$ cat src/rtl/hazard_detection_unit_if.sv
// Pipeline-side bundle between the IF/ID, ID/EX registers and the hazard detection unit.
// The master modport drives the pipeline state. The slave modport returns stall, flush and status.
interface hazard_detection_unit_if #(
  parameter int REG_ADDR_W = 5,
  parameter int CNT_W      = 32
);
  logic                  ID_EX_MemRead;
  logic [REG_ADDR_W-1:0] ID_EX_RegisterRd;
  logic [REG_ADDR_W-1:0] IF_ID_RegisterRs1;
  logic [REG_ADDR_W-1:0] IF_ID_RegisterRs2;
  logic                  BranchTaken;
  logic                  count_clr;

  logic                  Stall;
  logic                  PCWrite;
  logic                  IF_ID_Write;
  logic                  Flush;
  logic                  stall_q;
  logic                  flush_q;
  logic [CNT_W-1:0]      stall_count;
  logic [CNT_W-1:0]      flush_count;

  modport master (
    output ID_EX_MemRead, ID_EX_RegisterRd, IF_ID_RegisterRs1, IF_ID_RegisterRs2,
           BranchTaken, count_clr,
    input  Stall, PCWrite, IF_ID_Write, Flush, stall_q, flush_q, stall_count, flush_count
  );

  modport slave (
    input  ID_EX_MemRead, ID_EX_RegisterRd, IF_ID_RegisterRs1, IF_ID_RegisterRs2,
           BranchTaken, count_clr,
    output Stall, PCWrite, IF_ID_Write, Flush, stall_q, flush_q, stall_count, flush_count
  );
endinterface

$ cat src/rtl/hazard_detection_unit.sv
// Load-use stall and taken-branch flush generation for the 5-stage core.
// The unit also keeps registered status and saturating event counters.
module hazard_detection_unit #(
  parameter int REG_ADDR_W = 5,
  parameter int CNT_W      = 32
) (
  input  logic                    clk,
  input  logic                    rst_n,
  hazard_detection_unit_if.slave  hif
);

  logic [REG_ADDR_W-1:0] rd, rs1, rs2;
  logic                  load_use;
  logic                  stall;
  logic                  flush;

  logic                  stall_q_q, stall_q_d;
  logic                  flush_q_q, flush_q_d;
  logic [CNT_W-1:0]      stall_cnt_q, stall_cnt_d;
  logic [CNT_W-1:0]      flush_cnt_q, flush_cnt_d;

  assign rd  = hif.ID_EX_RegisterRd;
  assign rs1 = hif.IF_ID_RegisterRs1;
  assign rs2 = hif.IF_ID_RegisterRs2;

  // A taken branch squashes the stalled instruction, so flush wins over stall.
  always_comb begin
    load_use = hif.ID_EX_MemRead && (rd != '0) && ((rd == rs1) || (rd == rs2));
    flush    = hif.BranchTaken;
    stall    = load_use && !flush;
  end

  assign hif.Stall       = stall;
  assign hif.Flush       = flush;
  assign hif.PCWrite     = !stall;
  assign hif.IF_ID_Write = !stall;

  always_comb begin
    stall_q_d   = stall;
    flush_q_d   = flush;
    stall_cnt_d = stall_cnt_q;
    flush_cnt_d = flush_cnt_q;
    if (hif.count_clr) begin
      stall_cnt_d = '0;
      flush_cnt_d = '0;
    end else begin
      if (stall && (stall_cnt_q != '1)) stall_cnt_d = stall_cnt_q + 1'b1;
      if (flush && (flush_cnt_q != '1)) flush_cnt_d = flush_cnt_q + 1'b1;
    end
  end

  always_ff @(posedge clk or negedge rst_n) begin
    if (!rst_n) begin
      stall_q_q   <= 1'b0;
      flush_q_q   <= 1'b0;
      stall_cnt_q <= '0;
      flush_cnt_q <= '0;
    end else begin
      stall_q_q   <= stall_q_d;
      flush_q_q   <= flush_q_d;
      stall_cnt_q <= stall_cnt_d;
      flush_cnt_q <= flush_cnt_d;
    end
  end

  assign hif.stall_q     = stall_q_q;
  assign hif.flush_q     = flush_q_q;
  assign hif.stall_count = stall_cnt_q;
  assign hif.flush_count = flush_cnt_q;

endmodule

$ cat src/flat_wrapper.sv
// flat-port wrapper written by rule: the top's interface ports become plain ports
module hazard_detection_unit_flat 
#(
  parameter int REG_ADDR_W = 5,
  parameter int CNT_W      = 32
)
  (clk, rst_n, hif_ID_EX_MemRead, hif_ID_EX_RegisterRd, hif_IF_ID_RegisterRs1, hif_IF_ID_RegisterRs2, hif_BranchTaken, hif_count_clr, hif_Stall, hif_PCWrite, hif_IF_ID_Write, hif_Flush, hif_stall_q, hif_flush_q, hif_stall_count, hif_flush_count);
  hazard_detection_unit_if #(.REG_ADDR_W(REG_ADDR_W), .CNT_W(CNT_W)) hif_i ();
  input  logic clk;
  input  logic rst_n;
  input wire logic [$bits(hif_i.ID_EX_MemRead)-1:0] hif_ID_EX_MemRead;
  input wire logic [$bits(hif_i.ID_EX_RegisterRd)-1:0] hif_ID_EX_RegisterRd;
  input wire logic [$bits(hif_i.IF_ID_RegisterRs1)-1:0] hif_IF_ID_RegisterRs1;
  input wire logic [$bits(hif_i.IF_ID_RegisterRs2)-1:0] hif_IF_ID_RegisterRs2;
  input wire logic [$bits(hif_i.BranchTaken)-1:0] hif_BranchTaken;
  input wire logic [$bits(hif_i.count_clr)-1:0] hif_count_clr;
  output wire logic [$bits(hif_i.Stall)-1:0] hif_Stall;
  output wire logic [$bits(hif_i.PCWrite)-1:0] hif_PCWrite;
  output wire logic [$bits(hif_i.IF_ID_Write)-1:0] hif_IF_ID_Write;
  output wire logic [$bits(hif_i.Flush)-1:0] hif_Flush;
  output wire logic [$bits(hif_i.stall_q)-1:0] hif_stall_q;
  output wire logic [$bits(hif_i.flush_q)-1:0] hif_flush_q;
  output wire logic [$bits(hif_i.stall_count)-1:0] hif_stall_count;
  output wire logic [$bits(hif_i.flush_count)-1:0] hif_flush_count;
  assign hif_i.ID_EX_MemRead = hif_ID_EX_MemRead;
  assign hif_i.ID_EX_RegisterRd = hif_ID_EX_RegisterRd;
  assign hif_i.IF_ID_RegisterRs1 = hif_IF_ID_RegisterRs1;
  assign hif_i.IF_ID_RegisterRs2 = hif_IF_ID_RegisterRs2;
  assign hif_i.BranchTaken = hif_BranchTaken;
  assign hif_i.count_clr = hif_count_clr;
  assign hif_Stall = hif_i.Stall;
  assign hif_PCWrite = hif_i.PCWrite;
  assign hif_IF_ID_Write = hif_i.IF_ID_Write;
  assign hif_Flush = hif_i.Flush;
  assign hif_stall_q = hif_i.stall_q;
  assign hif_flush_q = hif_i.flush_q;
  assign hif_stall_count = hif_i.stall_count;
  assign hif_flush_count = hif_i.flush_count;
  hazard_detection_unit #(.REG_ADDR_W(REG_ADDR_W), .CNT_W(CNT_W)) u_core (.clk(clk), .rst_n(rst_n), .hif(hif_i));
endmodule
$ cat config.mk
export PLATFORM = sky130hd
export DESIGN_NAME = hazard_detection_unit_flat
export DESIGN_NICKNAME = d
export VERILOG_FILES = /design/src/rtl/hazard_detection_unit_if.sv /design/src/rtl/hazard_detection_unit.sv /design/src/flat_wrapper.sv
export SDC_FILE = /design/constraint.sdc
export NUM_CORES = 1
export LEC_CHECK = 0
export BUFFER_PORTS_ARGS = -buffer_cell sky130_fd_sc_hd__buf_2
export CAP_MARGIN = 20
export CORE_UTILIZATION = 58
export DETAILED_ROUTE_END_ITERATION = 10
export PLACE_DENSITY = 0.82
export SLEW_MARGIN = 20
export SYNTH_ARGS = -nofsm -noshare
export SYNTH_HDL_FRONTEND = slang
export SYNTH_SLANG_ARGS = --single-unit
export TNS_END_PERCENT = 5
$ cat constraint.sdc
create_clock -name clk -period 4.59 [get_ports clk]
set_input_delay 0.2295 -clock clk [delete_from_list [all_inputs] [get_ports clk]]
set_output_delay 0.2295 -clock clk [all_outputs]
set_load 0.01 [all_outputs]
Word-level counts from Yosys, hierarchy flattened --
Index checks and enable logic that the tools add are counted.
Storage, ports and cells: bits in registers 66
Operators by class: $add $sub $neg 2, equal/unequal tests 4, muxes and demuxes 4, reductions and logical operators 11
Operators by type and width (number):
- $mux W32 | 4
- $add A32 B1 Y32 const B | 2
- $ne A32 B32 Y1 const B | 2
- $eq A5 B5 Y1 | 2
- $logic_and A1 B1 Y1 | 5
- $reduce_bool A5 Y1 | 1
- $reduce_bool A2 Y1 | 2
- $logic_not A1 Y1 | 2
- $logic_or A1 B1 Y1 | 1

Longest topological paths before layout --
Gate-level depths: netlist (run 1).
depth after elaboration 7, gate-level depth with buffers 9

Worst setup path after synthesis (run 1) --
OpenSTA, ideal clock, no wires.
kind register -> register, start register u_core.stall_cnt_q[0], in the netlist u_core.hif.stall_count[0], end register u_core.stall_cnt_q[30], in the netlist u_core.hif.stall_count[30], data arrival time 1899 ps, required time 4458 ps, path slack 2559 ps, cell stages (with the launch flop) 8, clock period less this slack 2031 ps, path through dfrtp_1 -> ha_1 -> nand2_1 -> nor2_1 -> nand4_1 -> or4b_2 -> xor2_1 -> nor2_1
Between the ends: cells in the longest elaborated chain, start to end 3
RTL lines:
- start, declared | line hazard_detection_unit.sv:19 | logic [CNT_W-1:0] stall_cnt_q, stall_cnt_d;
- start signal, assigned | line hazard_detection_unit.sv:61 | stall_cnt_q <= stall_cnt_d;
- $add A32 B1 Y32 or $ne A32 B32 Y1 (tied branches) | line hazard_detection_unit.sv:47 | if (stall && (stall_cnt_q != '1)) stall_cnt_d = stall_cnt_q + 1'b1;
- $mux W32 or $logic_and A1 B1 Y1 (tied branches) | line hazard_detection_unit.sv:47
- $mux W32 or $reduce_bool A2 Y1 (tied branches)
Parallel ways exist; a longest one is shown, timed or not. The select of a mux whose other input is x is not followed. A chain may end at the register's enable or synchronous reset.

Final worst setup path (run 1) --
start register u_core.stall_cnt_q[0], in the netlist u_core.hif.stall_count[0], end register u_core.stall_cnt_q[23], in the netlist u_core.hif.stall_count[23]
Same word-level chain as after synthesis.

==> results of run 1 <==
[metrics by stage]
stage               std cells  setup slack, ps  cell area [um2]
floorplan                 405             2560             3660
global placement          557             2040             4140
detailed placement        557             1900             4140
CTS                       572             1880             4320
global route              572             1630             4320
finish                    572             1870             4320
[area by class of cell]
cell class                      count  area [um2]
Fill cell                         452        1670
Multi-Input combinational cell    316        1900
Timing Repair Buffer               91         460
Tap cell                           75        93.8
Clock inverter                      3        40.0
Clock buffer                       12         145
Sequential cell                    66        1650
Inverter                            9        33.8
[power groups by stage]
stage	Sequential, mW	Combinational, mW	Clock (mW)
after floorplan	0.599	0.0289	0
after global placement	0.597	0.0597	0
after detailed placement	0.597	0.0611	0
after CTS	0.586	0.0617	0.485
after global routing	0.586	0.0672	0.505
final	0.587	0.0603	0.477
[sequential cells by signal (all words and copies together) (netlist names)]
register	flops
u_core.hif.stall_count	32
u_core.hif.stall_q	1
u_core.hif.flush_q	1
u_core.hif.flush_count	32
[metal layers]
layer / up-vias / wire [um]
met5: - / 0
met4: 0 / 116
met3: 12 / 576
met2: 134 / 4020
met1: 1666 / 3960
li1: 1629 / -
[worst min path at each step]
| stage | to | slack (ps) | cells past startpoint |
|---|---|---|---|
| 2_1_floorplan | u_core.hif.flush_count[0]$_DFFE_PN0P_ | -70 | 0 |
| 3_3_place_gp | u_core.hif.flush_q$_DFF_PN0_ | 380 | 1 |
| 3_5_place_dp | u_core.hif.flush_q$_DFF_PN0_ | 380 | 1 |
| 4_1_cts | u_core.hif.flush_q$_DFF_PN0_ | 10 | 1 |
| 5_1_grt | u_core.hif.flush_q$_DFF_PN0_ | 20 | 1 |
| 6_report | u_core.hif.flush_q$_DFF_PN0_ | 20 | 1 |
[kinds of logic after synthesis]
logic type,count (synthesis)
xor gates and xnor gates,39
muxes,4
AOI/OAI and AO/OA,68
and+or+nand+nor,203
adders and majority gates,2
DFF,66
buffers and inverters,23
[worst register-to-register path, stage by stage (launching register included)]
cell and delay (ps):
dfrtp_1 420, ha_1 240, nand2_1 150, nor2_1 150, nand4_1 210, nand3_2 590, nor4_1 480, mux2_2 370
[synthesized netlist by cell type, types with 2 or more instances]
cell type	n
and3_1	8
buf_4	2
o211ai_1	3
ha_1	2
nand4_1	18
and4_1	3
clkbuf_1	8
buf_2	2
dfrtp_1	66
o31ai_1	5
and2_1	2
nand3b_1	2
nor4_1	2
nand2_1	31
mux2_2	2
buf_6	2
nor3_1	9
a211oi_1	2
o21ai_0	23
xor2_1	17
nor2_1	49
mux2i_1	2
or3_1	25
nor4_4	2
xnor2_1	22
nor2b_1	3
nand3_1	32
or2_2	2
a21oi_1	30
inv_1	9
or4_1	9
==> summary.md, run 1 <==
| Metric | Value |
|---|---|
| Post-synthesis mux area share | under 10% |
| Min-delay src | hif_BranchTaken |
| Largest family of logic cells by synthesized area | simple AND/OR/NAND/NOR gates |
| Area of the mapped netlist | roughly 3700 um2 |
| Min Hold Slack | between 20 and 25 ps |
| Worst Path Required | between 4000 and 5000 ps |
| Final min period | between 2000 and 3000 ps |
| DRC | 0 |
| Top cell type's share of synthesized area | roughly 45% |
| Delay-heaviest family, CP | simple AND/OR/NAND/NOR gates |
| Routed vias/inst | 6.02 |
| RR Startpoint | u_core.hif.stall_count[0]$_DFFE_PN0P_ |
| Unrepaired setup endpoints after global routing | no |
| Commonest non-fill, non-tap cell in the layout | buf_2 |
| Worst Skew | between 10 and 15 ps |
| Final Wtd Congestion | roughly 0.84 |
| Classification of the worst setup path | flip-flop to flip-flop |
| Gr busiest metal | met2 |
| H-tree depth | 3 |
| Number of global-route vias before repair | around 3.1k |
| XOR/XNOR Fraction of Synth Area | 9.34% |
| Lkg Pwr | approximately 2.0 nW |
| Hold Fails Final Rpt | 0 |
| Met1 Use GR | between 30% and 40% |
| Peak fanout along the critical path | 46 |
| ANT nets after route | 0 |
| DR pass1 iterations | 4 |
| Clock sinks | 66 |
| Clock network fraction of total power | roughly 43% |
| Setup crit start | u_core.hif.stall_count[0]$_DFFE_PN0P_ |
| Setup violations, final | 0 |
| MaxCap Viol Count | 0 |
| Final core occ | between 70% and 80% |
| CP startpoint kind | flip-flop |
| Distinct cell type count after synthesis | between 40 and 50 |
| Worst Setup EP | u_core.hif.stall_count[23]$_DFFE_PN0P_ |
| Net Switching | ~0.26 mW |
| Core Box Area | 5990 um2 |
| Synthesized netlist cell count | 405 |
| CTS Buf Count | 9 |
| Port-buffer cells | ~90 |
| Die X | a little over 80 um |
| Net count after synthesis | ~430 |
| Vias | around 3.4k |
| Setup TNS | 0 ps |
| Crit path DAT | between 2000 and 3000 ps |
| Met2 usage | a little over two fifths |
| Post-CTS Resized | 0 |
| Grt total ovfl | 0 |
| Complex-gate fraction of the synthesized area | between 10% and 20% |
| Pwr dens | 260 nW/um2 |
| FFs w/ async S/R, synth | 100% |
| Initial antenna violation count | 0 |
| Area growth syn-to-layout | 18.1% |
| Post-Synth Simple-Gate Area | 30.2% |
| Postcts setup bufs | 0 |
| Power share of the combinational group | 5.4% |
| Most frequent cells in the layout | buf_2, dfrtp_1, nor2_1, nand3_1, nand2_1 |
| Routed length per placed instance | 15.2 um |
| Met3 Usage GRT | 5.67% |
| Maximum vdd drop | 0.000174 V |
| Switch share | a little under a quarter |
| Final wirelength | approximately 8.7 mm |
| Initial Util | between 60% and 70% |
| Synthesized area per cell | about 9 um2 |
| CP max stage cell | nand3_2 |
| First-pass GRT wire length | around 14 mm |
| R2R Path End | u_core.hif.stall_count[23]$_DFFE_PN0P_ |
| Sequential power share | 52.2% |
| #FFs+latches synth | 66 |
| Die height | approximately 81 um |
| Post-synth top area cell | dfrtp_1 |
| Critical Path Max Stage Delay | about 600 ps |
| # rows | 28 |
| Cell Chain, Critical Path | ha_1, nand2_1, nor2_1, nand4_1, nand3_2, nor4_1, mux2_2 |
| Hold Path Class | input port to flip-flop |
| Seq/Total Area, Yosys | a little under half |
| Slew HR | about 36% |
| Hold Buf Count CTS | 0 |
| Clock latency on the worst-skew pair | between 300 and 400 ps |
| GRT Util Overall | between 20% and 30% |
| Clock root buffer | clkbuf_8 |
| Clock Path Buffers | 2 |
| Dpl hpwl | around 6 mm |
| Int Power | a little under 0.9 mW |
| Die area | about 6600 um2 |
| Post-synth EDFFs | 0 |
| R2R cell count | 7 |
| Yosys Warn Count | 0 |
| Pin count of the biggest net entering global routing | 67 |
| Cell count along the critical path | 7 |
| Clock-pin slew on the worst setup and hold paths | 70 ps |
| DR iter-0 viols | 229 |
| CTS tree | built |
| Max Freq | approximately 370 MHz |
| Slew Limit Fails | 0 |
| Synth Area in Adders | less than 1% |
| Status | finished clean |
| Post-route clock period utilization | just under 60% |
| Synth area leaders | dfrtp_1, xnor2_1, nor2_1, nand3_1, or3_1 |
| Least-Margin Pin Slew | about 950 ps |
| Final Net Count | 515 |
| Antenna diodes | 0 |
| WP buf/inv | 0 |
| R2R setup slack | approximately 1900 ps |
| Power Total | about 1.1 mW |
| Synth Flop Type | dfrtp_1 |
| CP Capture Type | flip-flop |
| Share of cells above drive strength 1 | about a quarter |
| Num ports | 90 |
No activity file was read; power rests on OpenSTA's default activity.
==> run 2, diff against run 1 <==
--- a/config.mk
+++ b/config.mk
@@ -5,11 +5,12 @@
 export SDC_FILE = /design/constraint.sdc
 export NUM_CORES = 1
 export LEC_CHECK = 0
+export ABC_AREA = 1
 export BUFFER_PORTS_ARGS = -buffer_cell sky130_fd_sc_hd__buf_2
 export CAP_MARGIN = 20
-export CORE_UTILIZATION = 58
+export CORE_UTILIZATION = 51
 export DETAILED_ROUTE_END_ITERATION = 10
-export PLACE_DENSITY = 0.82
+export PLACE_DENSITY = 0.73
 export SLEW_MARGIN = 20
 export SYNTH_ARGS = -nofsm -noshare
 export SYNTH_HDL_FRONTEND = slang
==> constraint.sdc (replaced) <==
create_clock -name clk -period 2.2 [get_ports clk]
set_input_delay 0.11 -clock clk [delete_from_list [all_inputs] [get_ports clk]]
set_output_delay 0.11 -clock clk [all_outputs]
set_load 0.01 [all_outputs]
==> run 2 against run 1 <==
  * Register-to-register slack got worse by 1700 ps
  * Area after synthesis grew 30%
  * Highest routed layer unchanged
  * Sequential share of layout area shrank 8.3 points
  * Combinational power rose to 3.6 times the previous value
  * Count of clock-buffer cells in the layout is the same
  * Non-clock buffer count is 10 higher
  * Via count is 53% higher
  * Wire length increased by 60%
  * Sequential cell count is the same
  * Setup slack lost 1700 ps
  * Worst hold slack improved by 50 ps
  * Utilization fell by 9.9 points
  * Largest power group unchanged
==> summary.md, run 2 <==
| Metric | Value |
|---|---|
| Status | finished clean |
| Grt total ovfl | 0 (unchanged) |
| FFs w/ async S/R, synth | 100% (unchanged) |
| Final Wtd Congestion | 0.957 (+14%) |
| Share of cells above drive strength 1 | 15.6% (-7.9 points) |
| Num ports | 90 (unchanged) |
| Top post-synthesis cells by count | nand2_1, nor2_1, nand3_1 |
| Area growth syn-to-layout | 16.2% |
| Synthesized area per cell | 6.14 um2 (-32%) |
| Post-synth top area cell | dfrtp_1 |
| Final Net Count | 888 (+72%) |
| Most frequent cells in the layout | nand2_1, nor2_1, buf_2, nand3_1, inv_1 |
| Initial antenna violation count | 0 (unchanged) |
| Synth Flop Type | dfrtp_1 |
| Synthesized netlist cell count | 775 (+91%) |
| GRT Util Overall | 29.6% (+1.5 points) |
| Design Area, Final | 5530 um2 (+28%) |
| Net count after synthesis | 797 (+87%) |
| Multi-input logic area | 2710 um2 (+43%) |
| Crit path DAT | 2300 ps (-650 ps) |
| ANT nets after route | 0 (unchanged) |
| Critical Path Most Common Cell | nand2_1 |
| Lkg Pwr | 2.72 nW (+39%) |
| H-tree depth | 3 (unchanged) |
| #FFs+latches synth | 66 (unchanged) |
| Fill cells | 870 (+92%) |
| Yosys Warn Count | 0 (unchanged) |
| Distinct cell type count after synthesis | 29 (-31%) |
| Max Freq | 497 MHz (+35%) |
| Worst Skew | 15.0 ps (+4.08 ps) |
| Clock sinks | 66 (unchanged) |
| Clock Path Buffers | 2 (unchanged) |
| Least-Margin Pin Slew | 695 ps (-253 ps) |
| Die X | 98.6 um (+21%) |
| Clock root buffer | clkbuf_8 |
| Top cell type's share of synthesized area | 34.7% (-10 points) |
| Die area | 9720 um2 (+47%) |
| Clock latency on the worst-skew pair | 360 ps (about the same) |
| FF/Latch Area | 1650 um2 (unchanged) |
| # rows | 34 (+21%) |
| Port-buffer cells | 89 (unchanged) |
| Dpl hpwl | 10.2 mm (+69%) |
| Hold Path Class | input port to flip-flop |
| Maximum vdd drop | 0.000282 V (+62%) |
| Count leader, synth | nand2_1 |
| Pin count of the biggest net entering global routing | 40 (-40%) |
| Clock-pin slew on the worst setup and hold paths | 80 ps (about the same) |
| CP startpoint kind | flip-flop |
| Synth area leaders | dfrtp_1, nand2_1, nor2_1, nand3_1, inv_1 |
| Antenna diodes | 0 (unchanged) |
| Die height | 98.6 um (+21%) |
| DR pass1 iterations | 5 (+1) |
| Sequential power share | 48.6% (-3.6 points) |
| Classification of the worst setup path | flip-flop to flip-flop |
| Postcts setup bufs | 0 (unchanged) |
| Peak fanout along the critical path | 18 (-61%) |
| Post-route clock period utilization | 91.4% (+32 points) |
| Commonest non-fill, non-tap cell in the layout | nand2_1 |
| Cell Chain, Critical Path | ha_1, nand2_1, nor2_4, nand2_2, nor2_4, nand2_2, nand2_4, nand2_4, inv_2, nand2_1, nand2_1 |
| Power share of the combinational group | 8.6% (+3.2 points) |
| Initial Util | 53.5% (-7.6 points) |
| Final wirelength | 13.9 mm (+60%) |
| Setup violations, final | 0 (unchanged) |
| Clock network fraction of total power | 42.8% (+0.3 points) |
| Slew Limit Fails | 0 (unchanged) |
| CTS Buf Count | 9 (unchanged) |
| Number of global-route vias before repair | 4,704 (+51%) |
| WP buf/inv | 1 (+1) |
| Critical Path Max Stage Delay | 450 ps (-140 ps) |
| Slew HR | 53.7% (+17 points) |
| Core Box Area | 8890 um2 (+48%) |
| CP max stage cell | dfrtp_1 |
| DP Area | 5290 um2 (+28%) |
| Unrepaired setup endpoints after global routing | no |
| Delay-heaviest family, CP | simple AND/OR/NAND/NOR gates |
| Final min period | 2010 ps (-707 ps) |
| Final WS setup | 189 ps (-1680 ps) |
| Routed length per placed instance | 14.2 um (-6.5%) |
| Min Hold Slack | 74.3 ps (+50.5 ps) |
| Switch share | 26.5% (+3.6 points) |
| Vias | 5,255 (+53%) |
| Pwr dens | 462 nW/um2 (+77%) |
| Net Switching | 0.677 mW (+160%) |
| First-pass GRT wire length | 22.8 mm (+59%) |
| Setup TNS | 0 ps (unchanged) |
| CTS tree | built |
| Int Power | 1.87 mW (+120%) |
| CP Capture Type | flip-flop |
| Seq/Total Area, Yosys | 34.7% (-10 points) |
| Routed vias/inst | 5.37 (-11%) |
| Area of the mapped netlist | 4760 um2 (+30%) |
| DR iter-0 viols | 438 (+91%) |
| MaxCap Viol Count | 0 (unchanged) |
| DRC | 0 (unchanged) |
| Post-synth EDFFs | 0 (unchanged) |
| Worst Path Required | 2490 ps (-2330 ps) |
| Hold Fails Final Rpt | 0 (unchanged) |
| DP Worst Slack | 114 ps (-1780 ps) |
==> run 2: cell types whose count changed in the layout (fill, tap and decap cells not counted), sizes merged, moves of 25 or more <==
cell   previous run  this run
nand2            31       309
inv               9        73
nor2             49       156
nand3            33        72
a21oi            30         5
or3              25         0
==> run 2: worst min-delay path: cells and delay by family <==
| kind | cells | cell delay, ps |
|---|---|---|
| buf+inv | 1 | 100 |
| compound gates | 1 | 70 |
| simple gates | 1 | 100 |
==> run 2: cells by family after synthesis <==
logic type,synth area share (%)
AOI/OAI and AO/OA,4.13
xor gates and xnor gates,2.95
adders and majority gates,0.526
buffers and inverters,8.73
DFF,34.7
and+or+nand+nor,48.9
==> run 2: power by group through the flow <==
| stage | combinational (mW) | sequential [mW] | clock (mW) |
|---|---|---|---|
| 6_report | 0.219 | 1.24 | 1.09 |
| 4_1_cts | 0.219 | 1.24 | 1.11 |
| 5_1_grt | 0.245 | 1.24 | 1.15 |
| 2_1_floorplan | 0.119 | 1.27 | 0 |
| 3_3_place_gp | 0.211 | 1.26 | 0 |
| 3_5_place_dp | 0.216 | 1.26 | 0 |
==> run 2: worst paths after layout <==
check,cells past startpoint,end,slack [ps],start
max in group asynchronous,3,u_core.hif.stall_count[11]$_DFFE_PN0P_,1220,rst_n
min,3,u_core.hif.stall_q$_DFF_PN0_,70,hif_ID_EX_MemRead
max reg2reg,11,u_core.hif.flush_count[14]$_DFFE_PN0P_,190,u_core.hif.flush_count[1]$_DFFE_PN0P_
min in group asynchronous,2,u_core.hif.stall_count[18]$_DFFE_PN0P_,320,rst_n
min reg2reg,2,u_core.hif.flush_count[12]$_DFFE_PN0P_,600,u_core.hif.flush_count[12]$_DFFE_PN0P_
max,11,u_core.hif.flush_count[14]$_DFFE_PN0P_,190,u_core.hif.flush_count[1]$_DFFE_PN0P_
==> run 2: cell type report <==
class	count	area share (%)
clock buffers	12	2.81
clock inverters	4	0.905
inverters	73	5.00
multi-input cells	615	49.0
flip-flops and latches	66	29.9
well taps	108	2.44
repair buffers	101	10.0
==> run 2: stage by stage <==
stage          instances  util, %  power [mW]
3_3_place_gp         961     59.5        1.47
3_5_place_dp         961     59.5        1.48
6_report             979     62.2        2.55
5_1_grt              979     62.2        2.64
4_1_cts              979     62.0        2.57
2_1_floorplan        775        -        1.39
==> run 2: what timing repair did <==
item                                   in CTS  in global routing
setup endpoints to repair                   0                 32
endpoints found under the hold margin      28                  0
hold buffers                                2                  0
gates resized for setup                     0                  2
==> run 2: routing by layer <==
| metal | wire [um] | GRT usage (%) | vias up | share of wire [%] |
|---|---|---|---|---|
| met5 | 0 | 0 | - | 0 |
| met4 | 157 | 7.12 | 0 | 1.1 |
| met3 | 1210 | 5.96 | 13 | 8.7 |
| met2 | 5940 | 43.4 | 214 | 43 |
| met1 | 6570 | 44.7 | 2435 | 47 |
| li1 | - | - | 2593 | - |
